==> src/rtl/definitions.sv <==
// Shared types and constants for the memory sequencer.
//   op_code     : 9-bit instruction encoding seen on the Instruction port
//   state_t     : sequencer FSM states (idle, three save beats, three load beats)
//   ptr_op_t    : per-cycle command for a pointer register
//   STACK_EMPTY : stack pointer value meaning "nothing pushed"
package definitions;

  typedef enum logic [8:0] {
    NOP = 9'h000,
    INC = 9'h001,
    DEC = 9'h002,
    MVL = 9'h003,
    MVR = 9'h004,
    PSH = 9'h005,
    POP = 9'h006,
    OUT = 9'h007,
    INP = 9'h008
  } op_code;

  typedef enum logic [2:0] {
    IDLE,
    SAVE_LO,
    SAVE_MID,
    SAVE_HI,
    LOAD_HI,
    LOAD_MID,
    LOAD_LO
  } state_t;

  typedef enum logic [1:0] {
    PTR_HOLD,
    PTR_INC,
    PTR_DEC
  } ptr_op_t;

  localparam logic [7:0] STACK_EMPTY = 8'h00;

  // 8-bit pointer step; natural truncation gives modulo-256 wrap.
  function automatic logic [7:0] ptr_step(input logic [7:0] value, input ptr_op_t op);
    case (op)
      PTR_INC: ptr_step = value + 8'd1;
      PTR_DEC: ptr_step = value - 8'd1;
      default: ptr_step = value;
    endcase
  endfunction

endpackage

==> src/rtl/ptr_regs.sv <==
// Data pointer (head) and stack pointer (sp) registers with wrap-around
// increment/decrement. The caller has already folded stall and busy
// gating into the op commands, so this block simply obeys them.
//   clk, reset : clock, async active-high reset (both pointers -> 0)
//   head_op    : hold / inc / dec command for head
//   sp_op      : hold / inc / dec command for sp
//   head, sp   : current pointer values
//   sp_dec     : sp - 1, the address of the next free stack slot
module ptr_regs
  import definitions::*;
(
  input  logic       clk,
  input  logic       reset,
  input  ptr_op_t    head_op,
  input  ptr_op_t    sp_op,
  output logic [7:0] head,
  output logic [7:0] sp,
  output logic [7:0] sp_dec
);

  // NOTE: sequential state uses non-blocking assignments so every register
  // samples values from before the edge, independent of statement order.
  always_ff @(posedge clk or posedge reset) begin
    if (reset) begin
      head <= 8'h00;
      sp   <= STACK_EMPTY;
    end else begin
      head <= ptr_step(head, head_op);
      sp   <= ptr_step(sp, sp_op);
    end
  end

  assign sp_dec = ptr_step(sp, PTR_DEC);

endmodule

==> src/rtl/mem_seq.sv <==
// Memory sequencer: decodes pointer instructions into a data-memory address
// and, on request, takes over the memory port to push or pop a 3-byte
// return frame holding a 17-bit program counter.
//   clk, reset  : clock, async active-high reset
//   Instruction : current instruction (op_code)
//   stall       : freezes FSM, pointers and pc_lat
//   pc          : program counter captured on a save request
//   frame_save  : request to push a return frame
//   frame_ret   : request to pop a return frame
//   read_data   : async memory read data for memAddress
//   memAddress  : memory address for this cycle
//   override    : sequencer owns the memory port
//   force_write : write strobe while override is high
//   frame_byte  : byte written during a save
//   busy        : FSM is not IDLE
//   ret_pc      : restored program counter
//   ret_valid   : one-cycle pulse once ret_pc is complete
//   stk_err     : sticky stack underflow flag
module mem_seq
  import definitions::*;
(
  input  logic        clk,
  input  logic        reset,
  input  logic [8:0]  Instruction,
  input  logic        stall,
  input  logic [16:0] pc,
  input  logic        frame_save,
  input  logic        frame_ret,
  input  logic [7:0]  read_data,
  output logic [7:0]  memAddress,
  output logic        override,
  output logic        force_write,
  output logic [7:0]  frame_byte,
  output logic        busy,
  output logic [16:0] ret_pc,
  output logic        ret_valid,
  output logic        stk_err
);

  state_t      state, next_state;
  logic [16:0] pc_lat;
  logic [7:0]  head, sp, sp_dec;
  ptr_op_t     head_op, sp_op;
  op_code      op;
  logic        latch_pc, err_set;
  logic        cap_hi, cap_mid, cap_lo;

  assign op = op_code'(Instruction);

  ptr_regs u_ptr_regs (
    .clk     (clk),
    .reset   (reset),
    .head_op (head_op),
    .sp_op   (sp_op),
    .head    (head),
    .sp      (sp),
    .sp_dec  (sp_dec)
  );

  always_ff @(posedge clk or posedge reset) begin
    if (reset) begin
      state     <= IDLE;
      pc_lat    <= 17'd0;
      ret_pc    <= 17'd0;
      ret_valid <= 1'b0;
      stk_err   <= 1'b0;
    end else begin
      state <= next_state;
      if (latch_pc) pc_lat <= pc;
      if (cap_hi)  ret_pc[16]   <= read_data[0];
      if (cap_mid) ret_pc[15:8] <= read_data;
      if (cap_lo)  ret_pc[7:0]  <= read_data;
      // Pulse once as LOAD_LO retires; a stall in the following IDLE cycle
      // cannot re-arm it because the state is no longer LOAD_LO.
      ret_valid <= (state == LOAD_LO) && !stall;
      if (err_set) stk_err <= 1'b1;
    end
  end

  // NOTE: every signal driven here gets a default first, so no path through
  // the case statements leaves one unassigned and no latch is inferred.
  always_comb begin
    next_state  = state;
    head_op     = PTR_HOLD;
    sp_op       = PTR_HOLD;
    memAddress  = head;
    override    = 1'b0;
    force_write = 1'b0;
    frame_byte  = 8'h00;
    latch_pc    = 1'b0;
    err_set     = 1'b0;
    cap_hi      = 1'b0;
    cap_mid     = 1'b0;
    cap_lo      = 1'b0;

    case (state)
      IDLE: begin
        case (op)
          PSH:     memAddress = sp_dec;
          POP:     memAddress = sp;
          default: memAddress = head;
        endcase
        if (!stall) begin
          if (frame_save) begin
            // Save wins over a simultaneous return; instruction is dropped.
            latch_pc   = 1'b1;
            next_state = SAVE_LO;
          end else if (frame_ret) begin
            next_state = LOAD_HI;
          end else begin
            case (op)
              PSH: sp_op = PTR_DEC;
              POP: begin
                sp_op   = PTR_INC;
                err_set = (sp == STACK_EMPTY);
              end
              MVL:     head_op = PTR_DEC;
              MVR:     head_op = PTR_INC;
              default: ;
            endcase
          end
        end
      end

      SAVE_LO, SAVE_MID, SAVE_HI: begin
        override    = 1'b1;
        force_write = 1'b1;
        memAddress  = sp_dec;
        case (state)
          SAVE_LO:  frame_byte = pc_lat[7:0];
          SAVE_MID: frame_byte = pc_lat[15:8];
          default:  frame_byte = {7'b0, pc_lat[16]};
        endcase
        if (!stall) begin
          sp_op = PTR_DEC;
          case (state)
            SAVE_LO:  next_state = SAVE_MID;
            SAVE_MID: next_state = SAVE_HI;
            default:  next_state = IDLE;
          endcase
        end
      end

      LOAD_HI, LOAD_MID, LOAD_LO: begin
        override   = 1'b1;
        memAddress = sp;
        if (!stall) begin
          sp_op   = PTR_INC;
          err_set = (sp == STACK_EMPTY);
          case (state)
            LOAD_HI: begin
              cap_hi     = 1'b1;
              next_state = LOAD_MID;
            end
            LOAD_MID: begin
              cap_mid    = 1'b1;
              next_state = LOAD_LO;
            end
            default: begin
              cap_lo     = 1'b1;
              next_state = IDLE;
            end
          endcase
        end
      end

      default: next_state = IDLE;
    endcase
  end

  assign busy = (state != IDLE);

endmodule

==> config.mk <==
export PLATFORM = sky130hd
export DESIGN_NAME = mem_seq
export DESIGN_NICKNAME = d
export VERILOG_FILES = /design/src/rtl/definitions.sv /design/src/rtl/ptr_regs.sv /design/src/rtl/mem_seq.sv
export SDC_FILE = /design/constraint.sdc
export NUM_CORES = 1
export LEC_CHECK = 0
export ABC_AREA = 1
export CAP_MARGIN = 30
export CORE_ASPECT_RATIO = 2
export CORE_MARGIN = 1
export CORE_UTILIZATION = 56
export DETAILED_ROUTE_END_ITERATION = 10
export PLACE_DENSITY = 0.85
export REMOVE_ABC_BUFFERS = 1
export SETUP_SLACK_MARGIN = 0.1
export SLEW_MARGIN = 10
export SYNTH_ARGS = -nofsm -noshare
export SYNTH_HDL_FRONTEND = slang
export SYNTH_SLANG_ARGS = --single-unit
export TNS_END_PERCENT = 30
==> constraint.sdc <==
create_clock -name clk -period 4.2 [get_ports clk]
set_clock_uncertainty 0.05 [all_clocks]
set_input_delay 0.42 -clock clk [delete_from_list [all_inputs] [get_ports clk]]
set_output_delay 0.42 -clock clk [all_outputs]
set_load 0.03 [all_outputs]
Yosys cells after proc, flatten, opt, wreduce, memory -nomap -nowiden --
Cells that the tools add are included.
Cells by class: eq/ne operators 18, muxes and demuxes 46, add/sub/neg operators 4, reduce and logical (&&, ||, !) cells 12
Operators with widths (count):
- 8-bit case mux with 2 select lines | 4
- 9-bit by 3-bit equality test with 1-bit output, second input constant | 3
- 8-bit case mux with 3 select lines | 1
- 1-bit two-way mux | 20
- 8-bit by 1-bit adder with 8-bit output, second input constant | 2
- 2-bit two-way mux | 8
- 8-bit by 1-bit subtractor with 8-bit output, second input constant | 2
- 3-bit two-way mux | 5
- 2-bit case mux with 2 select lines | 3
- 3-bit equality test, second input constant | 3
- 9-bit by 2-bit equality test with 1-bit output, second input constant | 1
- 3-bit case mux with 3 select lines | 1
- 8-bit logical NOT | 1
- 8-bit two-way mux | 1
- 3-bit by 2-bit equality test with 1-bit output, second input constant | 2
- 2-bit inequality test, second input constant | 3
- 2-bit case mux with 3 select lines | 1
- 3-bit case mux with 2 select lines | 1
- 3-bit OR reduction | 2
- 6-bit OR reduction | 1
- 2-bit by 1-bit equality test with 1-bit output, second input constant | 2
- 2-bit equality test, second input constant | 2
- 4-bit AND reduction | 1
- 2-bit nonzero test | 2
- 8 further kinds | 8
Word-level totals: input port bits 39, logic and storage cells 89, bits in registers 55, output and inout bits 38

Longest topological paths before layout --
Gate-level depths: netlist (run 1).
depth after elaboration 8, mapped depth 16, depth with buffers taken out 16

Cells and area by module --
Synthesis (run 1) repeated with hierarchy kept, for this count alone.
Second synthesis, totals: cells, all modules 518, area total of the unflattened synthesis 3609.7 µm²
Modules (own cells, without submodules):
- mem_seq | times used 1, sequential area each 975.9 µm², area each 2268.4 µm², cells an instance 312
- ptr_regs | times used 1, sequential area each 400.4 µm², area each 1341.3 µm², cells an instance 206

Least setup slack after synthesis (run 1) --
Ideal clock, no wire load.
path kind register -> register, start reg state[0], end reg u_ptr_regs.head[7], setup slack 1.491 ns, library setup time 0.128 ns, stages on the path, launching flop included 15, clock period less this slack 2.709 ns, data required time 4.022 ns, buffers on the path 0, arrival 2.531 ns, path through dfrtp_1 > nor2_4 > nand2_4 > nor2_1 > nand2_1 > nor4_1 > ha_1 > ha_1 > a21o_1 > a21boi_0 > nand2_1 > nand2_1 > nand2_1 > nand2_1 > o21ai_0
Between the ends: cells in the longest elaborated chain, start to end 4, elaborated cells between the ends (all ways) 6, those cells by class 2 x eq/ne; 2 x mux; 2 x reduce/logical
RTL lines:
- start: declaration | RTL line mem_seq.sv:40 | state_t state, next_state;
- start signal: assignment | RTL line mem_seq.sv:68 | state <= next_state;
- 3-bit logical NOT (*) | RTL line mem_seq.sv:96 | case (state)
- 2-bit two-way mux (*) | RTL line mem_seq.sv:96
- 2-bit equality test or 2-bit by 1-bit equality test with 1-bit output (tied branches) | RTL line definitions.sv:40 | case (op)
- 8-bit case mux with 2 select lines or 2-bit nonzero test (tied branches)
- end signal: assignment | RTL line ptr_regs.sv:28 | head <= ptr_step(head, head_op);
- end: declaration | RTL line ptr_regs.sv:16 | output logic [7:0] head,
Mark *: on every way between the ends. The rest lies on a longest branch, timed or not. A chain may end at the register's enable or synchronous reset.

Final worst setup path (run 1) --
start reg state[2], end out memAddress[4]
Between the ends: cells in the longest elaborated chain, start to end 3, elaborated cells between the ends (all ways) 10, those cells by class 6 x eq/ne; 1 x mux; 3 x reduce/logical
RTL lines:
- 3-bit equality test, or another cell as far along | RTL line mem_seq.sv:96
- 3-bit OR reduction | RTL line mem_seq.sv:96
- 8-bit case mux with 3 select lines (*) | RTL line mem_seq.sv:96
- end: declaration | RTL line mem_seq.sv:30 | output logic [7:0] memAddress,
Marks and branches as above.

==> flow_summary.json, run 1 <==
{
  "outcome": "completed",
  "cts_root_buf": "clkbuf_16",
  "layout_worst_path_cycle_share_pct": 82.8,
  "power_density_nw_per_um2": 757,
  "synth_seq_cells": 55,
  "cts_resized": 0,
  "yosys_most_used_dff": "dfrtp_1",
  "gr-total-overflow": 0,
  "rsz0062_at_grt": "false",
  "min_path_type": "primary input to asynchronous set/reset pin",
  "yosysUniqueCellTypes": 39,
  "layout_common_cells": "nand2_1 (99), clkdlybuf4s50_1 (76), nand3_1 (74)",
  "layout_commonest_cell": "nand2_1",
  "hold_ws_ns": 0.383,
  "cp.arrival_ns": 3.01,
  "slew_headroom_pct": 55.4,
  "regToRegSetupSlack_ns": 1.01,
  "max_freq_mhz": 288,
  "synth_area_um2": 3600,
  "wl_per_cell_um": 17.2,
  "hold_viol": 0,
  "wl_um": 10800,
  "cts_hold_buf": 0,
  "synth-warning-count": 0,
  "power.leakage_nw": 2.21,
  "dr.first_iter.drc_count": 262,
  "drt-met1-wl_um": 3660,
  "syn_avg_cell_area_um2": 7.73,
  "grt_antenna_before_repair": 0,
  "drtAntennaViolNets": 0,
  "drive_gt1_share_pct": 9.38,
  "rr_startpoint": "state[2]",
  "synth-async-reset-ratio_pct": 100,
  "synth_edf_count": 0,
  "clk_pin_slew_ns": 0.08,
  "crit_required_ns": 3.73,
  "n_fill_cell": 529,
  "cts_setup_buffers": 0,
  "diodes": 0,
  "start_util_pct": 57.6,
  "ir_drop_mv": 0.441,
  "die_x_um": 58.7,
  "grt_pass1_wl_um": 17900,
  "die_area_um2": 6780,
  "ys_seq_area_share_pct": 38.2,
  "crit_fanout": 22,
  "clock_sinks": 55,
  "met3WireLength_um": 567,
  "ff2ff_path_depth": 14,
  "vias": 3621,
  "finalSetupViolations": 0,
  "cts_max_level": 2,
  "clk_path_buf_depth": 2,
  "fp.coreArea_um2": 6260,
  "ios": 77,
  "tritoncts": "built",
  "place_congestion": 1.04,
  "via_per_inst": 5.75,
  "die_h_um": 115,
  "drt_first_pass_iters": 6,
  "drc": 0,
  "routed.top_layer": "met4",
  "rows": 41,
  "hpwl_um": 8210,
  "setup_tns_ns": 0,
  "worst_pin_slew_ns": 0.666,
  "fin_area_um2": 4580,
  "nets": 594,
  "netlist_instances": 466,
  "finalMaxSlewViolations": 0,
  "dpl_cell_area_um2": 4430,
  "drv_cap": 0,
  "cts_made_buffers": 5,
  "grt_pass1_vias": 3779,
  "io_buffers": 76,
  "crit_path_start_kind": "register",
  "path_class": "register to primary output",
  "grt_max_degree": 36,
  "grt_usage_pct": 35.8,
  "cp-end-kind": "primary output",
  "clock_latency_ns": 0.31,
  "area_delta_synth_final_pct": 27.0,
  "reg2reg_to": "u_ptr_regs.head[7]",
  "layout_min_cycle_time_ns": 3.48,
  "wl_met2_um": 5940
}
-- stage by stage --
stage               cells  setup slack, ns  total power, mW  utilization (%)
floorplan             459             1.45             2.20                -
detailed placement    622            0.875             2.99             70.8
CTS                   630            0.879             3.44             73.1
global route          630            0.546             3.67             73.1
global placement      622            0.836             2.95             70.8
finish                630            0.722             3.47             73.1
-- sequential cells by signal, indices dropped and copies added, names as in the netlist --
signal	count
u_ptr_regs.head	8
u_ptr_regs.sp	8
stk_err	1
pc_lat	17
ret_valid	1
ret_pc	17
state	3
-- critical path, stage by stage, from the launching register on --
cell,delay [ns]
dfrtp_1,0.42
inv_2,0.20
a21oi_1,0.36
clkinv_1,0.36
o22ai_1,0.48
inv_1,0.09
nand3_1,0.10
clkdlybuf4s50_1,0.68
-- where the power goes --
part,switching (mW),internal [mW],leakage [nW]
Sequential,0.215,0.745,0.656
Clock,0.209,0.224,0.0664
Combinational,1.28,0.795,1.48
-- logic make-up after synthesis --
group / Yosys count / synth area share, %
buffers and inverters: 80 / 9.17
DFF: 55 / 38.2
and+or+nand+nor: 223 / 28.8
AOI/OAI and AO/OA: 74 / 11.9
xor gates and xnor gates: 5 / 1.22
adders and majority gates: 12 / 4.37
muxes: 17 / 6.35
-- per-layer routing --
layer | GRT usage [%] | vias to the layer above
li1 | - | 1702
met1 | 35.6 | 1710
met2 | 62.3 | 159
met3 | 9.60 | 50
met4 | 25.1 | 0
met5 | 0 | -
-- synthesized netlist by cell type (2+ instances only) --
library cell,count,area (um2)
clkinv_1,3,11.3
nor2_2,5,31.3
o21ai_1,2,10.0
mux2_2,7,78.8
xor2_1,2,17.5
nand2_1,99,372
nor2_4,3,33.8
buf_2,2,10.0
xnor2_1,3,26.3
nor2_1,22,82.6
a21o_1,2,15.0
mux2_4,10,150
nand3_1,74,370
nand4_1,9,56.3
inv_2,2,7.51
a31oi_1,5,31.3
o21ai_0,32,160
a21oi_1,15,75.1
a22oi_1,2,15.0
buf_6,3,33.8
nand2_4,2,22.5
dfrtp_1,55,1380
o21ai_2,8,70.1
inv_1,67,251
ha_1,11,138
nor3_1,3,15.0
o22ai_1,6,37.5
-- area by class of cell --
class / instances / area [um2] / share of cell area (%)
timing repair buffer: 77 / 768 / 16.8
multi-input combinational: 331 / 1900 / 41.4
clock inverter: 3 / 23.8 / 0.519
sequential: 55 / 1380 / 30.1
tap: 86 / 108 / 2.35
inverter: 73 / 279 / 6.10
clock buffer: 5 / 125 / 2.73
-- worst max path at each step --
stage	end	start	slack, ns
after floorplan	u_ptr_regs.head[7]	state[2]	1.45
after global placement	memAddress[1]	Instruction[1]	0.84
after detailed placement	memAddress[1]	Instruction[1]	0.88
after CTS	memAddress[1]	Instruction[1]	0.88
after global routing	memAddress[4]	state[2]	0.55
final	memAddress[4]	state[2]	0.72
Note: power is estimated with default switching activity, not from simulation.
==> run 2: changes to the inputs <==
--- a/config.mk
+++ b/config.mk
@@ -9,9 +9,9 @@
 export CAP_MARGIN = 30
 export CORE_ASPECT_RATIO = 2
 export CORE_MARGIN = 1
-export CORE_UTILIZATION = 56
+export CORE_UTILIZATION = 52
 export DETAILED_ROUTE_END_ITERATION = 10
-export PLACE_DENSITY = 0.85
+export PLACE_DENSITY = 0.79
 export REMOVE_ABC_BUFFERS = 1
 export SETUP_SLACK_MARGIN = 0.1
 export SLEW_MARGIN = 10
==> constraint.sdc (replaced) <==
create_clock -name clk -period 3.2 [get_ports clk]
set_clock_uncertainty 0.05 [all_clocks]
set_input_delay 0.32 -clock clk [delete_from_list [all_inputs] [get_ports clk]]
set_output_delay 0.32 -clock clk [all_outputs]
set_load 0.03 [all_outputs]
==> run 2 against run 1 <==
  * Register-to-register slack got worse by 0.62 ns
  * Total power is 30% higher
  * Die area grew 7.5%
  * Setup slack got worse by 0.50 ns
  * First-iteration DRC count shrank 37%
  * Via count down 2.5%
  * Routed wire length shrank 12%
  * Critical path type unchanged
==> flow_summary.json, run 2 (synthesized netlist as in run 1, its figures left out) <==
{
  "die_h_um": 120,
  "place_congestion": 0.956,
  "grt_pass1_wl_um": 16100,
  "p_int_mw": 2.38,
  "use_met1_pct": 31.6,
  "startpoint": "u_ptr_regs.sp[2]",
  "use_met2_pct": 49.5,
  "grt_usage_pct": 29.2,
  "cp_slowest_cell": "clkdlybuf4s50_1",
  "p_switching_mw": 2.11,
  "cp-end-kind": "primary output",
  "path_depth": 8,
  "finalMaxSlewViolations": 0,
  "drt_first_pass_iters": 5,
  "max_freq_mhz": 336,
  "wl_um": 9590,
  "start_util_pct": 54.0,
  "busiest_layer": "met2",
  "clock_sinks": 55,
  "worst_pin_slew_ns": 0.699,
  "path_class": "register to primary output",
  "hpwl_um": 7370,
  "critical_path.most_common_cell": "nand2_1",
  "place_inst": 631,
  "regToRegSetupSlack_ns": 0.39,
  "rsz0062_at_grt": "true",
  "critPathMaxStageDelay_ns": 0.66,
  "cts_hold_buf": 0,
  "setup_tns_ns": 0,
  "cp_cell_sequence": "nor2_4 -> nand2_1 -> o21ai_0 -> nand2_1 -> nand3_1 -> nand2_1 -> nand3_1 -> clkdlybuf4s50_1",
  "layout_commonest_cell": "nand2_1",
  "cts_root_buf": "clkbuf_16",
  "share_seq_of_total_power_pct": 27.6,
  "wl_per_cell_um": 15.0,
  "reg_top3": "pc_lat (17), ret_pc (17)",
  "fp.coreArea_um2": 6670,
  "cts_max_level": 2,
  "crit_path_start_kind": "register",
  "min_path_type": "register to register",
  "ir_drop_mv": 0.644,
  "slew_headroom_pct": 53.4,
  "crit_required_ns": 2.83,
  "layout_common_cells": "nand2_1 (99), clkdlybuf4s50_1 (76), nand3_1 (74)",
  "power.leakage_nw": 2.26,
  "post-route-util_pct": 70.0,
  "critical_path_buf_inv_count": 1,
  "grt_pass1_vias": 3517,
  "die_x_um": 60.9,
  "grtUsageMet3_pct": 7.44,
  "rows": 42,
  "outcome": "completed",
  "cp.arrival_ns": 2.61,
  "layout_min_cycle_time_ns": 2.98,
  "crit_fanout": 8,
  "layout_worst_path_cycle_share_pct": 93.0,
  "drv_cap": 0,
  "drive_gt1_share_pct": 11.6,
  "reg2reg_to": "u_ptr_regs.head[7]",
  "grt_max_degree": 56,
  "cts_made_buffers": 5,
  "nets": 602,
  "finalSetupViolations": 0,
  "drtAntennaViolNets": 0,
  "grt_antenna_before_repair": 0,
  "hold_viol": 0,
  "hold_ws_ns": 0.429,
  "power_density_nw_per_um2": 962,
  "gr-total-overflow": 0,
  "via_per_inst": 5.52,
  "clk_path_buf_depth": 2,
  "clock_power_share_pct": 12.8,
  "vias": 3530,
  "diodes": 0,
  "dr.first_iter.drc_count": 164,
  "die_area_um2": 7290,
  "tritoncts": "built",
  "ff2ff_path_depth": 14,
  "io_buffers": 76,
  "crit_family": "simple AND/OR/NAND/NOR gates",
  "switching_share_pct": 47.1,
  "ios": 77,
  "post_layout_nonfiller_instances": 640,
  "area_delta_synth_final_pct": 29.6,
  "clk_pin_slew_ns": 0.07,
  "clock_latency_ns": 0.30,
  "endpoint": "memAddress[5]",
  "rr_startpoint": "state[0]",
  "p_comb_share_pct": 59.6,
  "drc": 0
}
run 2: changes by cell type in the layout (fill, tap and decap cells not counted), sizes merged:
| cell | delta |
|---|---|
| clkinv | -1 |
| clkinvlp | -1 |
| clkbuf | +2 |
| buf | +8 |
run 2: stage by stage:
stage / power [mW] / worst slack [ns] / cell area (um2)
2_1_floorplan: 2.89 / 0.446 / 3550
3_3_place_gp: 3.83 / 0.287 / 4480
3_5_place_dp: 3.89 / 0.191 / 4480
4_1_cts: 4.49 / 0.175 / 4640
5_1_grt: 4.77 / 0.0507 / 4670
6_report: 4.49 / 0.224 / 4670
run 2: worst min path at each step:
stage / startpoint / endpoint / slack [ns] / cells after the start
floorplan: pc[0] / pc_lat[0] / 0.42 / 1
global placement: ret_pc[5] / ret_pc[5] / 0.41 / 2
detailed placement: ret_pc[10] / ret_pc[10] / 0.42 / 2
CTS: ret_pc[13] / ret_pc[13] / 0.44 / 2
global route: ret_pc[2] / ret_pc[2] / 0.45 / 2
finish: stk_err / stk_err / 0.43 / 1
run 2: worst reg2reg max path: stages, from the launching register on:
cell and delay [ns]:
dfrtp_1 0.48, nor2_4 0.24, nand2_4 0.10, nor2_1 0.14, nand2_1 0.12, nor4_2 0.17, ha_2 0.32, ha_1 0.32
a21o_1 0.21, a21boi_0 0.23, nand2_1 0.09, nand2_1 0.06, nand2_1 0.04, nand2_1 0.04, o21ai_0 0.08
run 2: power groups by stage:
stage | registers [mW] | clock network (mW) | logic [mW]
finish | 1.24 | 0.576 | 2.67
CTS | 1.23 | 0.593 | 2.67
detailed placement | 1.24 | 0 | 2.65
global route | 1.27 | 0.609 | 2.89
floorplan | 1.39 | 0 | 1.50
global placement | 1.22 | 0 | 2.61
run 2: final cells by class:
| cell class | instances | area, um2 |
|---|---|---|
| clock buffer | 7 | 153 |
| fill | 581 | 2000 |
| inverter | 73 | 279 |
| tap | 88 | 110 |
| sequential | 55 | 1380 |
| clock inverter | 1 | 7.51 |
| multi-input combinational | 331 | 1920 |
| timing repair buffer | 85 | 828 |
run 2: what timing repair did:
| item | in CTS | in global routing |
|---|---|---|
| endpoints found under the setup margin | 0 | 11 |
| buffers inserted | 0 | 1 |
| resized for setup | 0 | 5 |
run 2: per-layer routing:
metal  wire [um]  vias up
li1            -     1712
met1        3530     1661
met2        5170      123
met3         459       34
met4         429        0
met5           0        -
